==> config.mk <==
export PLATFORM = sky130hd
export DESIGN_NAME = uart_frame_rx
export DESIGN_NICKNAME = d
export VERILOG_FILES = /design/src/rtl/uart_pkg.sv /design/src/rtl/uart_baud_tick.sv /design/src/rtl/uart_frame_rx.sv
export SDC_FILE = /design/constraint.sdc
export NUM_CORES = 1
export LEC_CHECK = 0
export BUFFER_PORTS_ARGS = -buffer_cell sky130_fd_sc_hd__buf_2
export CAP_MARGIN = 0
export CORE_MARGIN = 2
export CORE_UTILIZATION = 40
export CTS_CLUSTER_DIAMETER = 30
export DETAILED_ROUTE_END_ITERATION = 16
export GPL_TIMING_DRIVEN = 1
export PLACE_DENSITY_LB_ADDON = 0.12
export SLEW_MARGIN = 20
export SYNTH_ARGS = -nofsm -noshare
export SYNTH_HDL_FRONTEND = slang
export SYNTH_SLANG_ARGS = --single-unit
==> constraint.sdc <==
create_clock -name clk -period 3 [get_ports clk]
set_input_delay 0.15 -clock clk [delete_from_list [all_inputs] [get_ports clk]]
set_output_delay 0.15 -clock clk [all_outputs]
set_load 0.05 [all_outputs]
==> src/rtl/uart_pkg.sv <==
// Shared types and constants for the serial frame receiver.
//  rx_state_t : receiver FSM states
//  FRAME_BITS : line bits per frame (start + data + optional parity + stops)
//  STOP_BITS  : stop bits per frame
//  IDLE_LVL   : idle/stop level of the serial line
// Optional feature macro: UART_RX_PARITY_EN (adds an even-parity bit to the frame).
package uart_pkg;

   typedef enum logic [2:0] {
      StIdle,
      StStart,
      StData,
      StParity,
      StStop1,
      StStop2
   } rx_state_t;

   localparam int unsigned STOP_BITS = 2;

`ifdef UART_RX_PARITY_EN
   localparam int unsigned FRAME_BITS = 12;
`else
   localparam int unsigned FRAME_BITS = 11;
`endif

   localparam logic IDLE_LVL = 1'b1;

endpackage

==> src/rtl/uart_baud_tick.sv <==
// Bit-period counter for the serial receiver.
// Counts while en_i is high and restarts on clear_i or after each full period.
//  clk, rst_n  : clock, asynchronous active-low reset
//  en_i        : count enable (low holds the counter at zero)
//  clear_i     : restart the period from zero
//  slow_i      : 0 = period CLKS_PER_BIT, 1 = period 2*CLKS_PER_BIT
//  mid_tick_o  : counter at half period minus one
//  bit_tick_o  : counter at full period minus one
module uart_baud_tick
   import uart_pkg::*;
#(
   parameter int unsigned CLKS_PER_BIT = 46880,
   parameter int unsigned CNT_W        = $clog2(2 * CLKS_PER_BIT)
) (
   input  logic clk,
   input  logic rst_n,
   input  logic en_i,
   input  logic clear_i,
   input  logic slow_i,
   output logic mid_tick_o,
   output logic bit_tick_o
);

   localparam logic [CNT_W-1:0] FastMid = CNT_W'(CLKS_PER_BIT / 2 - 1);
   localparam logic [CNT_W-1:0] FastBit = CNT_W'(CLKS_PER_BIT - 1);
   localparam logic [CNT_W-1:0] SlowMid = CNT_W'(CLKS_PER_BIT - 1);
   localparam logic [CNT_W-1:0] SlowBit = CNT_W'(2 * CLKS_PER_BIT - 1);

   logic [CNT_W-1:0] cnt_q, cnt_d;
   logic [CNT_W-1:0] mid_last, bit_last;

   always_comb begin
      mid_last = slow_i ? SlowMid : FastMid;
      bit_last = slow_i ? SlowBit : FastBit;
   end

   assign mid_tick_o = en_i && (cnt_q == mid_last);
   assign bit_tick_o = en_i && (cnt_q == bit_last);

   // Largest value reached is 2*CLKS_PER_BIT-1, so the counter never wraps in a frame.
   always_comb begin
      cnt_d = cnt_q + CNT_W'(1);
      if (!en_i || clear_i || bit_tick_o) begin
         cnt_d = '0;
      end
   end

   always_ff @(posedge clk or negedge rst_n) begin
      if (!rst_n) begin
         cnt_q <= '0;
      end else begin
         cnt_q <= cnt_d;
      end
   end

endmodule

==> src/rtl/uart_frame_rx.sv <==
// Oversampling serial frame receiver with a 1-entry valid/ready holding register.
// Frame: start(0), DATA_W data bits LSB-first, [even parity], two stop bits(1).
// Optional feature macro: UART_RX_PARITY_EN (parity bit present and checked;
// otherwise the frame has no parity slot and parity_err_o is tied low).
//  clk, rst_n   : clock, asynchronous active-low reset
//  in           : raw serial line, idle high, asynchronous to clk
//  baud_sel     : 0 = CLKS_PER_BIT per bit, 1 = 2*CLKS_PER_BIT per bit
//  data_o       : received byte, valid while valid_o is high
//  valid_o      : holding register full
//  ready_i      : consumer accepts data_o when valid_o && ready_i
//  frame_err_o  : 1-cycle pulse, a stop bit sampled low
//  parity_err_o : 1-cycle pulse, even parity mismatch
//  overrun_o    : 1-cycle pulse, good byte dropped because the holding register was full
//  busy_o       : receiver not idle
module uart_frame_rx
   import uart_pkg::*;
#(
   parameter int unsigned CLKS_PER_BIT = 46880,
   parameter int unsigned DATA_W       = 8
) (
   input  logic              clk,
   input  logic              rst_n,
   input  logic              in,
   input  logic              baud_sel,
   output logic [DATA_W-1:0] data_o,
   output logic              valid_o,
   input  logic              ready_i,
   output logic              frame_err_o,
   output logic              parity_err_o,
   output logic              overrun_o,
   output logic              busy_o
);

   localparam int unsigned BitCntW = (DATA_W > 1) ? $clog2(DATA_W) : 1;
   localparam logic [BitCntW-1:0] LastBit = BitCntW'(DATA_W - 1);

   logic              sync1_q, sync2_q, line_prev_q;
   logic              line_s, start_edge;
   rx_state_t         state_q;
   logic              baud_q;
   logic [BitCntW-1:0] bit_cnt_q;
   logic [DATA_W-1:0] shift_q, data_q;
   logic              valid_q;
   logic              stop_err_q;
   logic              frame_err_q, overrun_q;
`ifdef UART_RX_PARITY_EN
   logic              par_err_q, parity_err_q;
`endif
   logic              tick_en, tick_clear, mid_tick, bit_tick;
   logic              frame_bad;

   // Two-flop synchronizer plus one delayed copy for falling-edge detection.
   always_ff @(posedge clk or negedge rst_n) begin
      if (!rst_n) begin
         sync1_q     <= IDLE_LVL;
         sync2_q     <= IDLE_LVL;
         line_prev_q <= IDLE_LVL;
      end else begin
         sync1_q     <= in;
         sync2_q     <= sync1_q;
         line_prev_q <= sync2_q;
      end
   end

   assign line_s     = sync2_q;
   // A held-low line produces no edge, so IDLE needs a high level before a new start.
   assign start_edge = (line_prev_q == IDLE_LVL) && (line_s != IDLE_LVL);

   assign tick_en    = (state_q != StIdle);
   // Re-align the period counter to mid-bit once the start bit is confirmed.
   assign tick_clear = (state_q == StStart) && mid_tick;

   uart_baud_tick #(
      .CLKS_PER_BIT (CLKS_PER_BIT)
   ) u_baud_tick (
      .clk        (clk),
      .rst_n      (rst_n),
      .en_i       (tick_en),
      .clear_i    (tick_clear),
      .slow_i     (baud_q),
      .mid_tick_o (mid_tick),
      .bit_tick_o (bit_tick)
   );

   // Either stop bit low; the STOP2 sample is the live line value.
   assign frame_bad = stop_err_q || (line_s != IDLE_LVL);

   always_ff @(posedge clk or negedge rst_n) begin
      if (!rst_n) begin
         state_q      <= StIdle;
         baud_q       <= 1'b0;
         bit_cnt_q    <= '0;
         shift_q      <= '0;
         data_q       <= '0;
         valid_q      <= 1'b0;
         stop_err_q   <= 1'b0;
         frame_err_q  <= 1'b0;
         overrun_q    <= 1'b0;
`ifdef UART_RX_PARITY_EN
         par_err_q    <= 1'b0;
         parity_err_q <= 1'b0;
`endif
      end else begin
         frame_err_q <= 1'b0;
         overrun_q   <= 1'b0;
`ifdef UART_RX_PARITY_EN
         parity_err_q <= 1'b0;
`endif
         // Consumer handshake; a load later in this block takes precedence.
         if (valid_q && ready_i) begin
            valid_q <= 1'b0;
         end

         case (state_q)
            StIdle: begin
               if (start_edge) begin
                  state_q <= StStart;
                  baud_q  <= baud_sel;
               end
            end

            StStart: begin
               if (mid_tick) begin
                  if (line_s == IDLE_LVL) begin
                     state_q <= StIdle;  // glitch, not a start bit
                  end else begin
                     state_q    <= StData;
                     bit_cnt_q  <= '0;
                     stop_err_q <= 1'b0;
                  end
               end
            end

            StData: begin
               if (bit_tick) begin
                  shift_q <= {line_s, shift_q[DATA_W-1:1]};
                  if (bit_cnt_q == LastBit) begin
`ifdef UART_RX_PARITY_EN
                     state_q <= StParity;
`else
                     state_q <= StStop1;
`endif
                  end else begin
                     bit_cnt_q <= bit_cnt_q + BitCntW'(1);
                  end
               end
            end

`ifdef UART_RX_PARITY_EN
            StParity: begin
               if (bit_tick) begin
                  par_err_q <= ^{shift_q, line_s};
                  state_q   <= StStop1;
               end
            end
`endif

            StStop1: begin
               if (bit_tick) begin
                  stop_err_q <= (line_s != IDLE_LVL);
                  state_q    <= StStop2;
               end
            end

            StStop2: begin
               if (bit_tick) begin
                  state_q <= StIdle;
                  // Resolve priority: frame > parity > overrun > load.
                  if (frame_bad) begin
                     frame_err_q <= 1'b1;
`ifdef UART_RX_PARITY_EN
                  end else if (par_err_q) begin
                     parity_err_q <= 1'b1;
`endif
                  end else if (valid_q && !ready_i) begin
                     overrun_q <= 1'b1;
                  end else begin
                     data_q  <= shift_q;
                     valid_q <= 1'b1;
                  end
               end
            end

            default: begin
               state_q <= StIdle;
            end
         endcase
      end
   end

   assign data_o      = data_q;
   assign valid_o     = valid_q;
   assign frame_err_o = frame_err_q;
   assign overrun_o   = overrun_q;
   assign busy_o      = (state_q != StIdle);
`ifdef UART_RX_PARITY_EN
   assign parity_err_o = parity_err_q;
`else
   assign parity_err_o = 1'b0;
`endif

endmodule

==> impl_metrics.py, run 1 <==
metrics = {
    "run_status": {
        "status": "finished clean",
    },
    "global_routing": {
        "grt_max_degree": 48,
        "grtUsageTotal": 0.152,
        "grt_pass1_vias": 1544,
        "grt_antenna_before_repair": 0,
        "grt_pass1_wl_um": 7670,
        "grt-ovfl-total": 0,
    },
    "floorplanning": {
        "ios": 18,
        "die_area_mm2": 0.00640,
        "die_y_um": 80.0,
        "initial_core_util": 0.417,
        "die_x_um": 80.0,
        "num_rows": 27,
        "core-area_mm2": 0.00554,
    },
    "sta": {
        "setup-violations-final": 0,
        "tns_ps": 0,
        "worst_pin_slew_ps": 818,
        "period_minus_slack_ps": 2300,
        "rsz0062_at_grt": "no",
        "maxSlewHeadroom": 0.450,
        "final.period_utilization": 0.765,
        "finalHoldViolCount": 0,
        "fin_skew_ps": 16.4,
        "fmax_ghz": 0.436,
        "finalMaxSlewViolations": 0,
    },
    "layout": {
        "final_cell_area_mm2": 0.00254,
        "diodes": 0,
        "final_util": 0.459,
        "drive_gt1_frac": 0.218,
        "synthToLayoutAreaGrowth_pct": 10.1,
        "nets": 236,
    },
    "worst_setup_path": {
        "arrival_ps": 2490,
        "cpLargestDelayFamily": "simple AND/OR/NAND/NOR gates",
        "reg2regPathDepth": 5,
        "critPathRequiredTime_ps": 3200,
        "max_stage_delay_ps": 440,
        "cp_max_fo": 8,
        "crit_buf_inv": 0,
        "cp-end-kind": "flip-flop",
        "start_kind": "flip-flop",
        "critPathKind": "reg2reg",
        "crit_slowest_cell": "nor4b_2",
        "critical_path_cell_count": 5,
        "path_cells": "nand3b_1 > o31a_1 > nor4b_2 > nand3_1 > mux2_2",
    },
    "clock_network": {
        "cts-root-buf": "clkbuf_8",
        "path_clk_slew_ps": 100,
        "htree_levels": 2,
        "cts_sinks": 47,
        "clock_path_buffers": 2,
        "post-cts-setup-buffers": 0,
        "cts_made_buffers": 5,
        "tritoncts": "yes",
        "clk_latency_ps": 310,
    },
    "synthesis": {
        "synth-seq-cells": 47,
        "ys_seq_area_frac": 0.511,
        "synth_edf_count": 0,
        "syn_avg_cell_area_um2": 10.9,
        "ys_top_cells_by_area": "dfrtp_1 (48%), mux2_2 (8.3%), xnor2_1 (4.2%), dfstp_2 (3.4%), nor2_1 (3.4%)",
        "syn_area_mm2": 0.00231,
        "yosys.cell_types.count": 45,
        "ys_warn_count": 0,
        "ys_async_sr_fraction": 1.00,
        "synth_top_area_frac": 0.476,
        "synth_top_area_cell": "dfrtp_1",
        "syn_nets": 220,
        "synth_ff_type": "dfrtp_1",
        "synth_cells": 212,
    },
    "placed_design": {
        "io_buffers": 16,
        "dpl.hpwl_um": 3000,
        "placed_cell_area_mm2": 0.00243,
        "gp_congestion": 0.819,
    },
    "routing": {
        "wl_met3_um": 147,
        "wl_per_cell_um": 14.2,
        "topRoutingLayerUsed": "met4",
        "viasPerCell": 5.28,
        "drtAntennaViolNets": 0,
        "m1WireLength_um": 2210,
        "num_vias": 1590,
        "drt_iter0_drc": 86,
        "route.detailed.drc": 0,
        "dr_wl_met2_um": 1870,
        "routed_wl_um": 4280,
        "firstDrtPassIters": 4,
    },
    "min_path": {
        "hold_class": "in2reg",
        "holdPathStages": 2,
    },
    "power_and_ir_drop": {
        "power_density_mw_per_mm2": 508,
        "peakVddDrop_mv": 0.251,
        "leakage_nw": 1.14,
    },
    "flow_run": {
        "cap_viol_max_count": 0,
    },
}
[cells by family after synthesis]
family / Yosys count / share of synthesized area
multiplexers: 18 / 0.0872
AO/OA/AOI/OAI: 17 / 0.0596
AND/OR/NAND/NOR: 95 / 0.231
XOR/XNOR: 16 / 0.0606
buffers and inverters: 15 / 0.0330
other: 1 / 0.00162
adder cells (fa/ha/maj): 3 / 0.0162
flip-flops: 47 / 0.511
[timing repair]
action	4_1_cts	5_1_grt
setup endpoints to repair	0	0
resized for setup	0	0
hold buffers	1	1
hold endpoints to repair	1	44
[flip-flops by register name, indices dropped and copies added (netlist names)]
name	count
data_o	8
line_prev_q	1
bit_cnt_q	3
u_baud_tick.cnt_q	17
stop_err_q	1
valid_o	1
overrun_o	1
shift_q	8
line_s	1
frame_err_o	1
state_q	3
sync1_q	1
baud_q	1
[path summary, 6_finish.rpt]
check / startpoint / endpoint / slack (ps)
hold / removal: baud_sel / baud_q / 80
min in group asynchronous: rst_n / shift_q[7] / 370
setup reg to reg: u_baud_tick.cnt_q[16] / data_o[3] / 700
hold reg to reg: sync1_q / line_s / 360
max in group asynchronous: rst_n / u_baud_tick.cnt_q[12] / 2210
setup / recovery: u_baud_tick.cnt_q[16] / data_o[3] / 700
[Yosys cell counts (all sizes together), types with 6 or more instances]
cell type / instances
dfrtp: 44
nor3: 6
nand2: 12
mux2: 17
nor2: 21
xnor2: 11
buf: 8
nor4: 7
nor2b: 6
nand3: 14
[power breakdown]
group	internal [mW]	total (mW)	switching [mW]
logic	0.0657	0.160	0.0945
clock network	0.168	0.391	0.223
registers	0.677	0.743	0.0655
total	0.910	1.29	0.383
[metal layers]
metal	track usage	vias up
met2	0.223	21
met5	0	-
met3	0.0373	5
met4	0.0407	0
met1	0.224	790
li1	-	774
[placed cells by master (no fill, tap or decap), types with 3 or more instances in the layout]
| master | instances |
|---|---|
| nand3b_1 | 5 |
| mux2_2 | 17 |
| xnor2_1 | 11 |
| dfrtp_1 | 44 |
| nand4_1 | 3 |
| nor3_1 | 4 |
| nand2b_1 | 5 |
| xor2_1 | 5 |
| nor3b_1 | 3 |
| nor2b_1 | 6 |
| o21ai_0 | 4 |
| buf_2 | 15 |
| dfstp_2 | 3 |
| clkbuf_8 | 5 |
| nor2_1 | 21 |
| nand2_1 | 12 |
| or3_1 | 3 |
| nand3_1 | 14 |
| and4_1 | 3 |
| ha_1 | 3 |
| inv_1 | 5 |
| nor4_1 | 7 |
[per-stage QoR]
| stage | setup slack [ps] | hold slack, ps | cells | power (mW) |
|---|---|---|---|---|
| floorplan | 873 | -146 | 212 | 0.869 |
| global placement | 728 | 255 | 291 | 0.913 |
| detailed placement | 703 | 258 | 291 | 0.914 |
| CTS | 696 | 63.4 | 300 | 1.31 |
| global route | 503 | 69.7 | 301 | 1.37 |
| finish | 704 | 81.1 | 301 | 1.29 |
[worst register-to-register path, stage by stage (launching register included)]
cell and delay [ps]:
dfrtp_1 410, nand3b_1 210, o31a_1 320, nor4b_2 440, nand3_1 430, mux2_2 400
[area by class of cell]
cell class	instances	area, um2
Tap cell	72	90.1
Clock buffer	6	72.6
Fill cell	549	3000
Multi-Input combinational cell	150	1050
Sequential cell	47	1180
Inverter	5	18.8
Clock inverter	2	17.5
Timing Repair Buffer	19	110
(Power assumes the default switching activity.)
==> run 2, diff against run 1 <==
==> constraint.sdc (replaced) <==
create_clock -name clk -period 1.9 [get_ports clk]
set_input_delay 0.095 -clock clk [delete_from_list [all_inputs] [get_ports clk]]
set_output_delay 0.095 -clock clk [all_outputs]
set_load 0.05 [all_outputs]
==> impl_metrics.py, run 2 (synthesis results as in run 1) <==
metrics = {
    "run_status": {
        "status": "finished with violations",
        "violations": "negative setup slack",
    },
    "power_and_ir_drop": {
        "total_power_mw": 2.24,
        "p_int_mw": 1.56,
        "power_density_mw_per_mm2": 750,
        "clockPowerShare": 0.295,
        "combPwrFrac": 0.194,
        "seqPwrFrac": 0.511,
        "p_sw_mw": 0.671,
        "peakVddDrop_mv": 0.463,
        "p_sw_frac": 0.300,
        "leakage_nw": 1.42,
    },
    "min_path": {
        "hold_class": "in2reg",
    },
    "clock_network": {
        "cts-root-buf": "clkbuf_8",
        "htree_levels": 2,
        "tritoncts": "yes",
        "path_clk_slew_ps": 90,
        "cts_sinks": 47,
        "cts_made_buffers": 5,
        "clk_latency_ps": 300,
        "clock_path_buffers": 2,
    },
    "routing": {
        "firstDrtPassIters": 4,
        "wl_per_cell_um": 14.0,
        "viasPerCell": 4.99,
        "drt_iter0_drc": 62,
        "route.detailed.drc": 0,
        "num_vias": 1728,
        "routed_wl_um": 4860,
        "drtAntennaViolNets": 0,
    },
    "sta": {
        "finalMaxSlewViolations": 0,
        "final.setup.worst_slack_ps": -123,
        "fin_hold_ws_ps": 41.6,
        "rsz0062_at_grt": "yes",
        "final.period_utilization": 1.06,
        "finalHoldViolCount": 0,
        "setup-violations-final": 38,
        "fin_skew_ps": 11.1,
        "period_minus_slack_ps": 2020,
        "fmax_ghz": 0.494,
        "tns_ps": -2900,
    },
    "layout": {
        "nets": 281,
        "final_cell_area_mm2": 0.00298,
        "layout_common_cells": "buf_4 (44), dfrtp_1 (43), nor2_1 (21), mux2_2 (17), buf_2 (16)",
        "diodes": 0,
        "largest_reg_flops": 17,
        "final_common_cell": "buf_4",
        "regMostFlops": "u_baud_tick.cnt_q",
        "drive_gt1_frac": 0.398,
        "fin_cells": 346,
        "synthToLayoutAreaGrowth_pct": 29.0,
        "final_util": 0.538,
    },
    "worst_setup_path": {
        "arrival_ps": 2220,
        "critPathKind": "reg2reg",
        "critPathRequiredTime_ps": 2100,
        "cp_max_fo": 17,
        "start_kind": "flip-flop",
        "cp-end-kind": "flip-flop",
    },
    "global_routing": {
        "grt_max_degree": 23,
        "grt-ovfl-total": 0,
        "grtUsageTotal": 0.175,
        "grt_pass1_vias": 1808,
        "grt_pass1_wl_um": 8750,
        "grt_antenna_before_repair": 0,
    },
    "placed_design": {
        "place_inst": 334,
        "gp_congestion": 0.790,
        "placed_cell_area_mm2": 0.00279,
        "io_buffers": 16,
        "dp_worst_setup_slack_ps": -158,
        "dpl.hpwl_um": 3520,
    },
    "floorplanning": {
        "die_x_um": 80.0,
        "die_area_mm2": 0.00640,
        "die_y_um": 80.0,
        "ios": 18,
        "initial_core_util": 0.417,
        "core-area_mm2": 0.00554,
        "num_rows": 27,
    },
    "flow_run": {
        "cap_viol_max_count": 0,
    },
}
## run 2: path summary, 6_finish.rpt
check	startpoint	slack (ps)	depth (start not counted)	to
worst max-delay path	u_baud_tick.cnt_q[1]	-120	7	u_baud_tick.cnt_q[12]
max in group asynchronous	rst_n	1030	3	line_prev_q
worst min-delay path	baud_sel	40	2	baud_q
worst max register to register	u_baud_tick.cnt_q[1]	-120	7	u_baud_tick.cnt_q[12]
worst min register to register	sync1_q	360	0	line_s
min in group asynchronous	rst_n	260	2	valid_o
## run 2: what timing repair did
action	CTS	global route
setup buffers	3	0
endpoints found under the setup margin	41	41
pin swaps	6	6
hold endpoints to repair	19	0
cloned	0	0
hold buffers	2	0
resized for setup	9	7
## run 2: layout make-up
| cell class | instances | area [um2] |
|---|---|---|
| clock inverters | 3 | 28.8 |
| fillers | 524 | 2560 |
| flip-flops and latches | 47 | 1180 |
| well taps | 72 | 90.1 |
| multi-input cells | 150 | 1130 |
| clock buffers | 5 | 68.8 |
| repair buffers | 64 | 462 |
| inverters | 5 | 18.8 |
## run 2: routing by layer
layer / routed length, um / vias to the layer above / global-route usage
met2: 2260 / 16 / 0.268
met3: 126 / 2 / 0.0385
li1: - / 872 / -
met5: 0 / - / 0
met4: 25 / 0 / 0.0441
met1: 2450 / 838 / 0.252
## run 2: power groups by stage
stage,Sequential (mW),Combinational [mW],Clock (mW)
5_1_grt,1.16,0.485,0.736
3_5_place_dp,1.16,0.426,0
6_report,1.14,0.433,0.659
4_1_cts,1.14,0.447,0.682
3_3_place_gp,1.16,0.420,0
2_1_floorplan,1.14,0.247,0
## run 2: critical path, cell delays in order, from the launching register on
cell,delay [ps]
dfrtp_1,370
ha_2,210
nand3_2,90
or3_4,340
o41a_1,390
o31ai_4,280
buf_12,180
nor2_1,50
==> run 3, diff against run 2 <==
==> constraint.sdc (replaced) <==
create_clock -name clk -period 2.06 [get_ports clk]
set_input_delay 0.103 -clock clk [delete_from_list [all_inputs] [get_ports clk]]
set_output_delay 0.103 -clock clk [all_outputs]
set_load 0.05 [all_outputs]
==> impl_metrics.py, run 3 (synthesis results as in run 1) <==
metrics = {
    "worst_setup_path": {
        "r2r-start": "u_baud_tick.cnt_q[1]",
        "cp-end-kind": "flip-flop",
        "reg2regPathDepth": 7,
        "crit_buf_inv": 1,
        "cpLargestDelayFamily": "compound AO/OA/AOI/OAI gates",
        "worstReg2RegEnd": "u_baud_tick.cnt_q[7]",
        "crit_slowest_cell": "o41a_1",
        "rrSetupSlack_ps": 20,
        "start_kind": "flip-flop",
        "cp_max_fo": 8,
        "arrival_ps": 2240,
        "critPathKind": "reg2reg",
        "critPathLaunch": "u_baud_tick.cnt_q[1]",
        "max_stage_delay_ps": 390,
        "critPathRequiredTime_ps": 2260,
        "path_cells": "ha_2 > nand3_2 > or3_4 > o41a_1 > o31ai_4 > buf_6 > nor2_1",
    },
    "floorplanning": {
        "initial_core_util": 0.417,
        "ios": 18,
        "die_y_um": 80.0,
        "die_area_mm2": 0.00640,
        "num_rows": 27,
        "die_x_um": 80.0,
        "core-area_mm2": 0.00554,
    },
    "global_routing": {
        "grt_pass1_vias": 1650,
        "grt-ovfl-total": 0,
        "grt_pass1_wl_um": 7750,
        "grt_max_degree": 28,
        "grtUsageTotal": 0.157,
        "grt_antenna_before_repair": 0,
    },
    "layout": {
        "drive_gt1_frac": 0.363,
        "layout_common_cells": "dfrtp_1 (43), buf_4 (29), nor2_1 (18), mux2_2 (17), buf_2 (16)",
        "nets": 266,
        "diodes": 0,
        "synthToLayoutAreaGrowth_pct": 22.7,
        "final_common_cell": "dfrtp_1",
        "largest_reg_flops": 17,
        "regMostFlops": "u_baud_tick.cnt_q",
        "nFillCells": 528,
    },
    "routing": {
        "wl_per_cell_um": 13.8,
        "route.detailed.drc": 0,
        "drtAntennaViolNets": 0,
        "firstDrtPassIters": 3,
        "viasPerCell": 4.97,
        "routed_wl_um": 4550,
        "drt_iter0_drc": 50,
        "num_vias": 1644,
    },
    "clock_network": {
        "cts_sinks": 47,
        "cts-root-buf": "clkbuf_8",
        "path_clk_slew_ps": 100,
        "htree_levels": 2,
        "clock_path_buffers": 2,
        "cts_made_buffers": 5,
        "clk_latency_ps": 300,
        "tritoncts": "yes",
    },
    "placed_design": {
        "dp_worst_setup_slack_ps": -39.3,
        "io_buffers": 16,
        "dpl.hpwl_um": 3380,
        "gp_congestion": 0.839,
    },
    "min_path": {
        "holdPathStages": 2,
        "worstHoldStart": "baud_sel",
        "hold_end": "baud_q",
        "hold_class": "in2reg",
    },
    "sta": {
        "final.setup.worst_slack_ps": 16.8,
        "final.period_utilization": 0.992,
        "rsz0062_at_grt": "yes",
        "setup-violations-final": 0,
        "finalMaxSlewViolations": 0,
        "period_minus_slack_ps": 2040,
        "fmax_ghz": 0.489,
        "finalHoldViolCount": 0,
        "maxSlewHeadroom": 0.654,
        "worst_pin_slew_ps": 514,
        "fin_skew_ps": 7.42,
    },
    "power_and_ir_drop": {
        "peakVddDrop_mv": 0.450,
        "leakage_nw": 1.29,
        "power_density_mw_per_mm2": 727,
        "total_power_mw": 2.06,
    },
    "run_status": {
        "status": "finished clean",
    },
    "flow_run": {
        "cap_viol_max_count": 0,
    },
}
==> run 3: cell types whose count changed in the layout (fill, tap and decap cells not counted), sizes merged <==
cell,change
inv,-1
clkinvlp,+1
buf,-15
==> run 3: routing by layer <==
layer | part of all wire | GRT usage | up-vias
met2 | 0.46 | 0.258 | 18
met3 | 0.023 | 0.0373 | 4
met4 | 0.0088 | 0.0407 | 0
li1 | - | - | 833
met5 | 0 | 0 | -
met1 | 0.51 | 0.209 | 789
==> run 3: layout make-up <==
type,count,area [um2],area share
clock buffer,5,68.8,0.0243
sequential,47,1180,0.416
clock inverter,3,27.5,0.00970
tap,72,90.1,0.0318
inverter,5,18.8,0.00662
timing repair buffer,49,340,0.120
multi-input combinational,150,1110,0.391
==> run 3: how the worst max path moves through the flow <==
stage / to / slack [ps] / depth (start not counted)
2_1_floorplan: data_o[0] / -4 / 7
3_3_place_gp: u_baud_tick.cnt_q[3] / -10 / 7
3_5_place_dp: data_o[7] / -40 / 5
4_1_cts: u_baud_tick.cnt_q[7] / -6 / 7
5_1_grt: u_baud_tick.cnt_q[7] / -60 / 7
6_report: u_baud_tick.cnt_q[7] / 20 / 7
==> run 3: metrics by stage <==
| stage | instance area [um2] | cells | hold WS [ps] | TNS (ps) | util |
|---|---|---|---|---|---|
| after floorplan | 2320 | 212 | -193 | -29.1 | - |
| after global placement | 2620 | 315 | 95.9 | -124 | 0.474 |
| after detailed placement | 2620 | 315 | 104 | -463 | 0.474 |
| after CTS | 2800 | 329 | 13.5 | -6.50 | 0.505 |
| after global routing | 2840 | 331 | 10.2 | -811 | 0.512 |
| final | 2840 | 331 | 18.9 | 0 | 0.512 |
==> run 3: worst reg2reg max path, cell delays in order (launching register included) <==
cell,delay (ps)
dfrtp_1,380
ha_2,200
nand3_2,110
or3_4,350
o41a_1,390
o31ai_4,260
buf_6,190
nor2_1,60
==> run 3: timing repair <==
action	CTS	global route
buffers inserted	4	2
resized for setup	7	7
setup endpoints to repair	29	38
hold buffers	2	0
pin swaps	3	9
hold endpoints to repair	45	0
==> run 3: power by group <==
| part | switching [mW] | internal, mW | leakage, nW |
|---|---|---|---|
| Clock | 0.351 | 0.252 | 0.0467 |
| Combinational | 0.197 | 0.200 | 0.606 |
| Sequential | 0.0732 | 0.988 | 0.633 |
